`config.mk`:
```
export PLATFORM = sky130hd
export DESIGN_NAME = reset_seq_ctrl
export DESIGN_NICKNAME = d
export VERILOG_FILES = /design/src/rtl/reset_seq_pkg.sv /design/src/rtl/reset_seq_timer.sv /design/src/rtl/reset_seq_ctrl.sv
export SDC_FILE = /design/constraint.sdc
export NUM_CORES = 1
export LEC_CHECK = 0
export ABC_AREA = 1
export CAP_MARGIN = 0
export CORE_ASPECT_RATIO = 0.7
export CORE_MARGIN = 5
export CORE_UTILIZATION = 43
export DETAILED_ROUTE_END_ITERATION = 8
export PLACE_DENSITY = 0.66
export SYNTH_ARGS = -nofsm -noshare
export SYNTH_HDL_FRONTEND = slang
export SYNTH_SLANG_ARGS = --single-unit
```
`constraint.sdc`:
```
create_clock -name clk -period 3.99 [get_ports clk]
set_clock_uncertainty 0.2 [all_clocks]
set_input_delay 0.798 -clock clk [delete_from_list [all_inputs] [get_ports clk]]
set_output_delay 0.798 -clock clk [all_outputs]
set_load 0.005 [all_outputs]
```
`src/rtl/reset_seq_pkg.sv`:
```
// Shared types and constants for the reset sequencer: FSM states, cause bit
// positions and default sizing.
package reset_seq_pkg;

  typedef enum logic [1:0] {
    ST_ASSERT    = 2'd0,
    ST_WAIT_LOCK = 2'd1,
    ST_RELEASE   = 2'd2,
    ST_RUN       = 2'd3
  } seq_state_t;

  localparam int DEF_NDOM  = 3;
  localparam int DEF_NSRC  = 3;
  localparam int DEF_HOLD  = 4;
  localparam int DEF_DELAY = 8;

  localparam int CAUSE_DBG  = 0;
  localparam int CAUSE_WDT  = 1;
  localparam int CAUSE_SW   = 2;
  localparam int CAUSE_LOCK = DEF_NSRC;

endpackage

```
`src/rtl/reset_seq_timer.sv`:
```
// Loadable saturating down-counter; expired is high once the count reaches 1,
// so a load of N yields expiry on the Nth following edge.
module reset_seq_timer #(
  parameter int CW = 4
) (
  input  logic          clk,
  input  logic          load,
  input  logic [CW-1:0] value,
  output logic          expired
);

  logic [CW-1:0] cnt_q;

  always_ff @(posedge clk) begin
    if (load)
      cnt_q <= value;
    else if (cnt_q > CW'(1))
      cnt_q <= cnt_q - CW'(1);
  end

  assign expired = (cnt_q <= CW'(1));

endmodule

```
`src/rtl/reset_seq_ctrl.sv`:
```
// Reset sequencer: asserts all domains, waits for clock lock, then releases
// domains in index order and arbitrates reset requests once running.
module reset_seq_ctrl
  import reset_seq_pkg::*;
#(
  parameter int NDOM  = DEF_NDOM,
  parameter int NSRC  = DEF_NSRC,
  parameter int HOLD  = DEF_HOLD,
  parameter int DELAY = DEF_DELAY
) (
  input  logic            clk,
  input  logic            reset,
  input  logic            pll_lock,
  input  logic [NSRC-1:0] rst_req,
  output logic [NSRC-1:0] rst_ack,
  output logic [NDOM-1:0] dom_reset_n,
  output logic [NSRC:0]   rst_cause,
  output logic            seq_busy,
  output logic            done
);

  localparam int CW = $clog2(DELAY + HOLD + 1);
  localparam int KW = (NDOM > 1) ? $clog2(NDOM) : 1;

  seq_state_t      state_q, state_d;
  logic [KW-1:0]   k_q, k_d;
  logic [NDOM-1:0] dom_d;
  logic [NSRC-1:0] ack_d;
  logic [NSRC:0]   cause_d;
  logic            tmr_load;
  logic [CW-1:0]   tmr_value;
  logic            tmr_expired;

  // Isolates the lowest set bit, giving fixed lowest-index-wins priority.
  function automatic logic [NSRC-1:0] lowest_onehot(input logic [NSRC-1:0] req);
    return req & (~req + NSRC'(1));
  endfunction

  reset_seq_timer #(.CW(CW)) u_timer (
    .clk     (clk),
    .load    (tmr_load),
    .value   (tmr_value),
    .expired (tmr_expired)
  );

  always_comb begin
    state_d   = state_q;
    k_d       = k_q;
    dom_d     = dom_reset_n;
    ack_d     = '0;
    cause_d   = rst_cause;
    tmr_load  = 1'b0;
    tmr_value = CW'(HOLD);

    case (state_q)
      ST_ASSERT: begin
        dom_d = '0;
        if (tmr_expired) begin
          state_d  = ST_WAIT_LOCK;
          tmr_load = 1'b1;
        end
      end
      ST_WAIT_LOCK: begin
        if (pll_lock) begin
          state_d   = ST_RELEASE;
          k_d       = '0;
          tmr_load  = 1'b1;
          tmr_value = CW'(DELAY);
        end
      end
      ST_RELEASE: begin
        if (!pll_lock) begin
          state_d  = ST_ASSERT;
          dom_d    = '0;
          cause_d  = {1'b1, {NSRC{1'b0}}};
          tmr_load = 1'b1;
        end else if (tmr_expired) begin
          dom_d[k_q] = 1'b1;
          tmr_load   = 1'b1;
          tmr_value  = CW'(DELAY);
          if (k_q == KW'(NDOM - 1))
            state_d = ST_RUN;
          else
            k_d = k_q + KW'(1);
        end
      end
      ST_RUN: begin
        // Lock loss outranks any pending request on the same edge.
        if (!pll_lock) begin
          state_d  = ST_ASSERT;
          dom_d    = '0;
          cause_d  = {1'b1, {NSRC{1'b0}}};
          tmr_load = 1'b1;
        end else if (|rst_req) begin
          state_d  = ST_ASSERT;
          dom_d    = '0;
          ack_d    = lowest_onehot(rst_req);
          cause_d  = {1'b0, lowest_onehot(rst_req)};
          tmr_load = 1'b1;
        end
      end
      default: begin
        state_d  = ST_ASSERT;
        dom_d    = '0;
        tmr_load = 1'b1;
      end
    endcase

    if (reset) begin
      tmr_load  = 1'b1;
      tmr_value = CW'(HOLD);
    end
  end

  always_ff @(posedge clk) begin
    if (reset) begin
      state_q     <= ST_ASSERT;
      k_q         <= '0;
      dom_reset_n <= '0;
      rst_ack     <= '0;
      rst_cause   <= '0;
      done        <= 1'b0;
      seq_busy    <= 1'b1;
    end else begin
      state_q     <= state_d;
      k_q         <= k_d;
      dom_reset_n <= dom_d;
      rst_ack     <= ack_d;
      rst_cause   <= cause_d;
      done        <= (state_d == ST_RUN);
      seq_busy    <= (state_d != ST_RUN);
    end
  end

endmodule

```
; ---- Word level (Yosys, flattened, before mapping)
; Index checks and enable logic that the tools add are counted.
[totals]
register_bits = 20
latchBits = 0
ramBits = 0
rom_bits = 0
in_bits = 6
out_inout_bits = 12
word_cells = 83
memories = 0
[classes]
n_addsub = 3
multipliers = 0
div = 0
order_cmp = 4
n_eq_ne = 13
n_shift = 0
mux = 38
bitwise_logic = 6
reduce_logical = 11
[ops]
columns = op, n
row1 = 4-bit 2-to-1 mux, 9
row2 = 2-bit 2-to-1 mux, 11
row3 = 4-bit one-hot mux with 2 select lines, 2
row4 = 3-bit 2-to-1 mux, 4
row5 = "2-bit != test, second input constant", 6
row6 = 3-bit one-hot mux with 3 select lines, 1
row7 = "2-bit == test, second input constant", 4
row8 = 2-bit one-hot mux with 4 select lines, 1
row9 = 1-bit 2-to-1 mux, 7
row10 = "3-bit != test, second input constant", 2
row11 = 3-bit AND reduction, 2
row12 = 2-bit nonzero test, 3
row13 = 5-bit AND reduction, 1
row14 = "4-bit by 1-bit greater-than comparator with 1-bit output, second input constant", 1
row15 = "4-bit by 1-bit less-or-equal comparator with 1-bit output, second input constant", 1
row16 = 1-bit one-hot mux with 4 select lines, 1
row17 = 2-bit one-hot mux with 2 select lines, 1
row18 = 4-bit OR reduction, 1
row19 = "4-bit by 1-bit subtractor with 4-bit output, second input constant", 1
row20 = "3-bit by 1-bit adder with 3-bit output, second input constant", 1
row21 = 3-bit bitwise AND, 1
row22 = "2-bit by 3-bit less-than comparator with 1-bit output, second input constant", 1
row23 = 1-bit inverter, 3
row24 = 3-bit inverter, 1
row25 = other kinds (9), 9

; ---- Logic depth before layout (Yosys ltp)
; Gate-level depths: netlist of the first run.
[logic_depth]
ltp_word = 8
ltp_mapped = 12
mapped_depth_nobuf = 12

; ---- Cells and area by module
; Synthesis of the first run repeated with hierarchy kept, for this count alone.
[hier_totals]
hier_cells = 149
hier_area_um2 = 1098.6
[modules_own_cells]
columns = mod, n_inst, cells_per_inst, area_each_um2
row1 = reset_seq_ctrl, 1, 122, 857.1
row2 = reset_seq_timer, 1, 27, 241.5

; ---- Worst setup path after synthesis of the first run
; OpenSTA, ideal clock, no wires.
[synth_path]
path_type = input-to-reg
start = input port pll_lock
end = register u_timer.cnt_q[0] (enable)
setup_ns = 0.312
arrival_time_ns = 1.438
path_slack_ns = 2.040
cell_stages = 6
cell_sequence = buf_4 > nand3_1 > nand2_1 > nand3_1 > nand2_1 > nand3_1
[synth_between]
elab_chain_len = 4
[synth_rtl]
columns = item, line_no
row1 = start: declaration, reset_seq_ctrl.sv:13  ; input logic pll_lock,
row2 = "1-bit 2-to-1 mux, on equally long branches", "reset_seq_ctrl.sv:89, reset_seq_ctrl.sv:64, reset_seq_ctrl.sv:72"
row3 = 1-bit one-hot mux with 4 select lines (*), reset_seq_ctrl.sv:55  ; case (state_q)
row4 = 1-bit 2-to-1 mux (*), reset_seq_ctrl.sv:109  ; if (reset) begin
row5 = 2-bit nonzero test (no source line) (*), -
row6 = end signal: assignment, reset_seq_timer.sv:16  ; cnt_q <= value;
row7 = end signal: assignment, reset_seq_timer.sv:18  ; cnt_q <= cnt_q - CW'(1);
row8 = end: declaration, reset_seq_timer.sv:12  ; logic [CW-1:0] cnt_q;
; Mark *: on every way between the ends. The rest lies on a longest branch, timed or not.
; A chain may end at the register's enable or synchronous reset.

; ---- Worst setup path after layout of the first run
[layout_path]
start = input port pll_lock
end = register u_timer.cnt_q[3], data pin
[layout_between]
elab_chain_len = 4
[layout_rtl]
columns = item, line_no
row1 = 1-bit 2-to-1 mux (tied with other cells), reset_seq_ctrl.sv:89  ; if (!pll_lock) begin
row2 = 1-bit one-hot mux with 4 select lines / 4-bit one-hot mux with 2 select lines (equally long branches), reset_seq_ctrl.sv:55
row3 = 1-bit 2-to-1 mux / 4-bit 2-to-1 mux (equally long branches), reset_seq_ctrl.sv:109
row4 = 4-bit 2-to-1 mux (*), reset_seq_timer.sv:15  ; if (load)
; Marked as above.

==> impl_metrics.csv, run 1 <==
group,metric,value,unit
worst_setup_path,rr_worst_depth,10,
global_routing,grt_pass1_vias,879,
worst_hold_path,min_to,"dom_reset_n[2]",
pwr,ir_worst_vdd,0.215,mV
sta,finalSetupViolations,0,
placed_design,io_buffers,17,
sta,fmax,0.419,GHz
pwr,p_leak,0.632,nW
routing,antenna_left,0,
cts,cts_root_buffer,"clkbuf_8",
routing,wire_per_inst,11.5,um
cts,clock-sinks,20,
global_routing,gr-usage-all-layers,0.138,
global_routing,antenna_found_initial,0,
die,rows,15,
final_layout,syn_to_final_growth,21.6,%
synth,synthCells,153,
die,start_util,0.454,
die,io_pins,18,
synth,synth_cell_types,22,
placed_design,place_congestion,0.885,
cts,ctsHtreeMaxLevel,1,
global_routing,grt_pass1_wl,3.88,mm
synth,synthTopCellsByCount,"nand2_1, inv_1, nand3_1, nor2_1, dfxtp_1",
cts,cts_buffer_depth,2,
die,dieHeight,53.0,um
global_routing,grt-ovfl-total,0,
pwr,pwr_density_cell,469,nW/um^2
synth,synth-seq-area-share,0.389,
die,die_area,3780,sq um
sta,slew_headroom,0.746,
synth,post-synth-top-area-fraction,0.283,
routing,vias,992,
placed_design,hpwl,1.90,mm
worst_setup_path,start_kind,"input port",
die,die_w,71.4,um
synth,synth-async-reset-ratio,0,
cts,clkTransAtPathRegs,0.07,ns
cts,clk_latency,0.26,ns
synth,synthTopCellsByArea,"dfxtp_1, ha_1, edfxtp_1, nand2_1, inv_1",
worst_setup_path,crit_fanout,8,
synth,mappedNetlistArea,1130,sq um
run_status,run_status,"finished clean",
synth,synth-edff-count,4,
global_routing,grt_max_degree,12,
worst_setup_path,r2r_start,"u_timer.cnt_q[0]",
synth,yosysMostFrequentCell,"nand2_1",
synth,synth-main-ff-cell,"dfxtp_1",
routing,totalWireLength,2.36,mm
final_layout,fin_cells,206,
worst_hold_path,hold_path_class,"register to register",
worst_hold_path,min-delay-start,"dom_reset_n[2]",
synth,ys_ff_latch,20,
cts,numCtsBuffers,3,
cts,postCtsHoldBufs,0,
sta,hold_viol,0,
synth,avgSynthCellArea,7.41,sq um
cts,cts_setup_buffers,0,
sta,worst_pin_slew,0.377,ns
final_layout,nets,189,
cts,post_cts_resize_count,0,
synth,synth_largest_area_cell,"dfxtp_1",
routing,drt_pass1_iterations,4,
die,core,2500,sq um
sta,fin_crit,2.38,ns
worst_setup_path,reg2reg_slack,2.01,ns
routing,drt-vias-per-instance,4.82,
worst_setup_path,r2r-end,"u_timer.cnt_q[2]",
worst_setup_path,crit_required,3.81,ns
job,maxCapViolCount,0,
synth,synth_nets,169,
routing,drc,0,
worst_setup_path,worst_ep_arrival_time,2.21,ns
final_layout,fin_util,0.552,
sta,rsz0062_at_grt,"false",
sta,post-route-period-util,0.597,
sta,finalSetupTns,0,ns
routing,drtIter0Drc,54,
sta,maxSlewViolCount,0,
worst_setup_path,end_kind,"register",
worst_hold_path,holdPathStages,2,
final_layout,diodes,0,
placed_design,dp.cells,202,
worst_setup_path,crit_type,"input port to register",
final_layout,drive_above_1_share,0.0814,
synth,synth.yosys.warnings,0,
cts,cts_tree,"built",
## layout by cell type (no fill, tap or decap)
cell type        instances
nand2_1                 29
inv_1                   24
nor2_1                  17
nand3_1                 17
clkdlybuf4s50_1         17
dfxtp_1                 16
a21oi_1                 13
ha_1                    10
nand2_2                  5
o21ai_0                  4
edfxtp_1                 4
clkbuf_8                 3
nor2_2                   2
xor2_1                   2
nand4_1                  1
nand2_4                  1
nor2_4                   1
nor3_1                   1
inv_2                    1
nand3_2                  1
a31oi_1                  1
nand3b_1                 1
clkinv_1                 1
## state kept, by name, summed over array words and instances, names as in the netlist
| name | cells |
|---|---|
| dom_reset_n | 3 |
| done | 1 |
| k_q | 2 |
| rst_ack | 3 |
| rst_cause | 4 |
| seq_busy | 1 |
| state_q | 2 |
| u_timer.cnt_q | 4 |
## kinds of logic after synthesis
group	count (synthesis)	share of synthesized area
and+or+nand+nor	76	0.311
DFF	20	0.389
xor gates and xnor gates	2	0.0155
buffers and inverters	27	0.0938
AOI/OAI and AO/OA	18	0.0806
adders and majority gates	10	0.110
## power breakdown
part / total [mW] / internal, mW / switching [mW]
clock: 0.135 / 0.0686 / 0.0668
sequential: 0.267 / 0.243 / 0.0233
combinational: 0.245 / 0.0916 / 0.154
total: 0.647 / 0.403 / 0.244
## through the flow
| stage | hold slack (ns) | setup WS, ns | power, mW | area, sq um |
|---|---|---|---|---|
| finish | 0.253 | 1.61 | 0.647 | 1380 |
| global route | 0.292 | 1.49 | 0.699 | 1380 |
| CTS | 0.260 | 1.63 | 0.648 | 1380 |
| detailed placement | 0.248 | 1.36 | 0.513 | 1330 |
| global placement | 0.246 | 1.43 | 0.509 | 1330 |
| floorplan | 0.247 | 2.04 | 0.450 | 1130 |
## worst max path at each step
stage | end | from | slack, ns | depth (start not counted)
floorplan | u_timer.cnt_q[0] | pll_lock | 2.04 | 6
global placement | u_timer.cnt_q[0] | pll_lock | 1.43 | 6
detailed placement | u_timer.cnt_q[1] | pll_lock | 1.36 | 6
CTS | u_timer.cnt_q[1] | pll_lock | 1.63 | 6
global route | u_timer.cnt_q[0] | pll_lock | 1.49 | 6
finish | u_timer.cnt_q[3] | pll_lock | 1.61 | 8
## layer usage
layer  wire length, um  vias up  global-route usage
li1                  -      524                   -
met1              1210      440               0.179
met2               980       23               0.207
met3               137        5              0.0493
met4                36        0              0.0563
met5                 0        -                   0
## critical path: stages
cell and delay, ns:
clkdlybuf4s50_1 0.65, nand3_1 0.20, nand2_1 0.10, nand3_1 0.07, nand2_1 0.15, nand2_2 0.10, nand2_1 0.07, nand2_1 0.05
## cell type report
class                      instances  area (sq um)
clock buffer                       3          41.3
clock inverter                     1          3.75
fill                             226          1120
inverter                          25          93.8
multi-input combinational        106           587
sequential                        20           440
tap                               34          42.5
timing repair buffer              17           170
Note: power is estimated with default switching activity, not from simulation.
==> inputs of run 2 (changes only) <==
- clock period: 3.99 -> 2.2 ns (I/O delays scaled with it)
==> run 2 against run 1 <==
  * Cell area rose by 2.7%
  * Global-route usage hardly changed
  * Combinational power up 88%
  * Clock power increased by 79%
  * Worst hold slack got worse by 0.0028 ns
  * Largest cell class unchanged
==> impl_metrics.csv, run 2 (synthesis gave the netlist of run 1 again) <==
group,metric,value,unit
run_status,run_status,"finished clean",
worst_hold_path,min-delay-start,"dom_reset_n[2]",
worst_hold_path,hold_path_class,"register to register",
sta,fmax,0.510,GHz
global_routing,busiest_layer,"met2",
final_layout,syn_to_final_growth,24.9,%
cts,ctsHtreeMaxLevel,1,
final_layout,layout_common_cells,"nand2_1, inv_1, nor2_1, nand3_1, clkdlybuf4s50_1",
worst_setup_path,crit_required,1.98,ns
global_routing,grt_pass1_vias,958,
global_routing,use_met1,0.177,
final_layout,drive_above_1_share,0.107,
cts,post_cts_resize_count,0,
routing,wire_per_inst,11.2,um
worst_setup_path,end_kind,"register",
routing,drtIter0Drc,63,
final_layout,fin_util,0.567,
cts,cts_setup_buffers,0,
global_routing,grt-ovfl-total,0,
worst_setup_path,crit_fanout,7,
die,die_area,3780,sq um
sta,slew_headroom,0.811,
sta,finalSetupTns,0,ns
die,dieHeight,53.0,um
final_layout,n_fill_cell,234,
die,die_w,71.4,um
pwr,p_leak,0.654,nW
worst_setup_path,crit_start,"u_timer.cnt_q[0]",
routing,totalWireLength,2.36,mm
placed_design,hpwl,1.93,mm
global_routing,grt_max_degree,12,
cts,clock-sinks,20,
worst_setup_path,r2r_start,"u_timer.cnt_q[0]",
sta,hold_viol,0,
final_layout,final_common_cell,"nand2_1",
worst_setup_path,start_kind,"register",
cts,clkTransAtPathRegs,0.07,ns
final_layout,nets,194,
worst_setup_path,r2r-end,"u_timer.cnt_q[1]",
pwr,pwr_density_cell,836,nW/um^2
global_routing,met2_usage,0.232,
cts,clk_latency,0.26,ns
global_routing,antenna_found_initial,0,
sta,worst_pin_slew,0.283,ns
sta,finalSetupViolations,0,
sta,maxSlewViolCount,0,
worst_setup_path,rr_worst_depth,10,
sta,post-route-period-util,0.892,
worst_hold_path,holdPathStages,2,
cts,cts_buffer_depth,2,
pwr,ir_worst_vdd,0.356,mV
routing,drt_pass1_iterations,4,
global_routing,gr-usage-met3,0.0455,
routing,drt-vias-per-instance,4.90,
pwr,power,1.18,mW
die,start_util,0.454,
die,io_pins,18,
sta,rsz0062_at_grt,"false",
sta,fin_crit,1.96,ns
cts,cts_root_buffer,"clkbuf_8",
cts,numCtsBuffers,3,
routing,vias,1034,
job,maxCapViolCount,0,
final_layout,diodes,0,
sta,whs,0.250,ns
die,rows,15,
placed_design,io_buffers,17,
routing,drc,0,
placed_design,place_congestion,0.835,
global_routing,grt_pass1_wl,4.04,mm
final_layout,multi_input_area,587,sq um
worst_hold_path,min_to,"dom_reset_n[2]",
worst_setup_path,crit_type,"register to register",
final_layout,reg_top3,"rst_cause (4), u_timer.cnt_q (4)",
die,core,2500,sq um
worst_setup_path,worst_ep_arrival_time,1.74,ns
final_layout,seqCellArea,440,sq um
global_routing,gr-usage-all-layers,0.138,
worst_setup_path,reg2reg_slack,0.24,ns
routing,antenna_left,0,
cts,postCtsHoldBufs,0,
cts,cts_tree,"built",
[run 2: cell count changes in the layout (fill, tap and decap cells not counted), sizes merged]
| cell | previous run | this run |
|---|---|---|
| buf | 0 | 5 |
[run 2: layout make-up]
cell class                      instances  share of cell area
Clock buffer                            3              0.0292
Sequential cell                        20               0.311
Tap cell                               34              0.0300
Multi-Input combinational cell        106               0.414
Clock inverter                          1             0.00265
Inverter                               25              0.0663
Timing Repair Buffer                   22               0.147
[run 2: stage by stage]
stage                     cells  setup WS, ns  instance area [sq um]
final                       211         0.238                   1420
after global routing        211         0.117                   1420
after CTS                   211         0.254                   1420
after detailed placement    207        0.0644                   1370
after global placement      207         0.102                   1370
after floorplan             153         0.440                   1130
[run 2: worst max path at each step]
stage / slack (ns) / to / depth (start not counted)
floorplan: 0.44 / u_timer.cnt_q[0] / 10
global placement: 0.10 / u_timer.cnt_q[1] / 6
detailed placement: 0.06 / u_timer.cnt_q[0] / 6
CTS: 0.25 / u_timer.cnt_q[0] / 10
global route: 0.12 / u_timer.cnt_q[3] / 10
finish: 0.24 / u_timer.cnt_q[1] / 10
[run 2: power by group]
| group | total [mW] | switching (mW) | internal, mW |
|---|---|---|---|
| logic | 0.460 | 0.285 | 0.174 |
| registers | 0.482 | 0.0414 | 0.441 |
| clock network | 0.241 | 0.117 | 0.124 |
[run 2: critical path: stages, from the launching register on]
cell and delay (ns):
edfxtp_1 0.41, inv_1 0.06, ha_1 0.22, inv_1 0.06, nand2_1 0.05, nand2_2 0.15
inv_1 0.08, nand2_1 0.10, nand2_1 0.05, inv_1 0.11, nand3_1 0.18
[run 2: routing by layer]
metal | share of wire | up-vias | routed length [um]
met4 | 0.0038 | 0 | 9
li1 | - | 534 | -
met1 | 0.50 | 467 | 1170
met3 | 0.075 | 3 | 176
met5 | 0 | - | 0
met2 | 0.42 | 30 | 1000
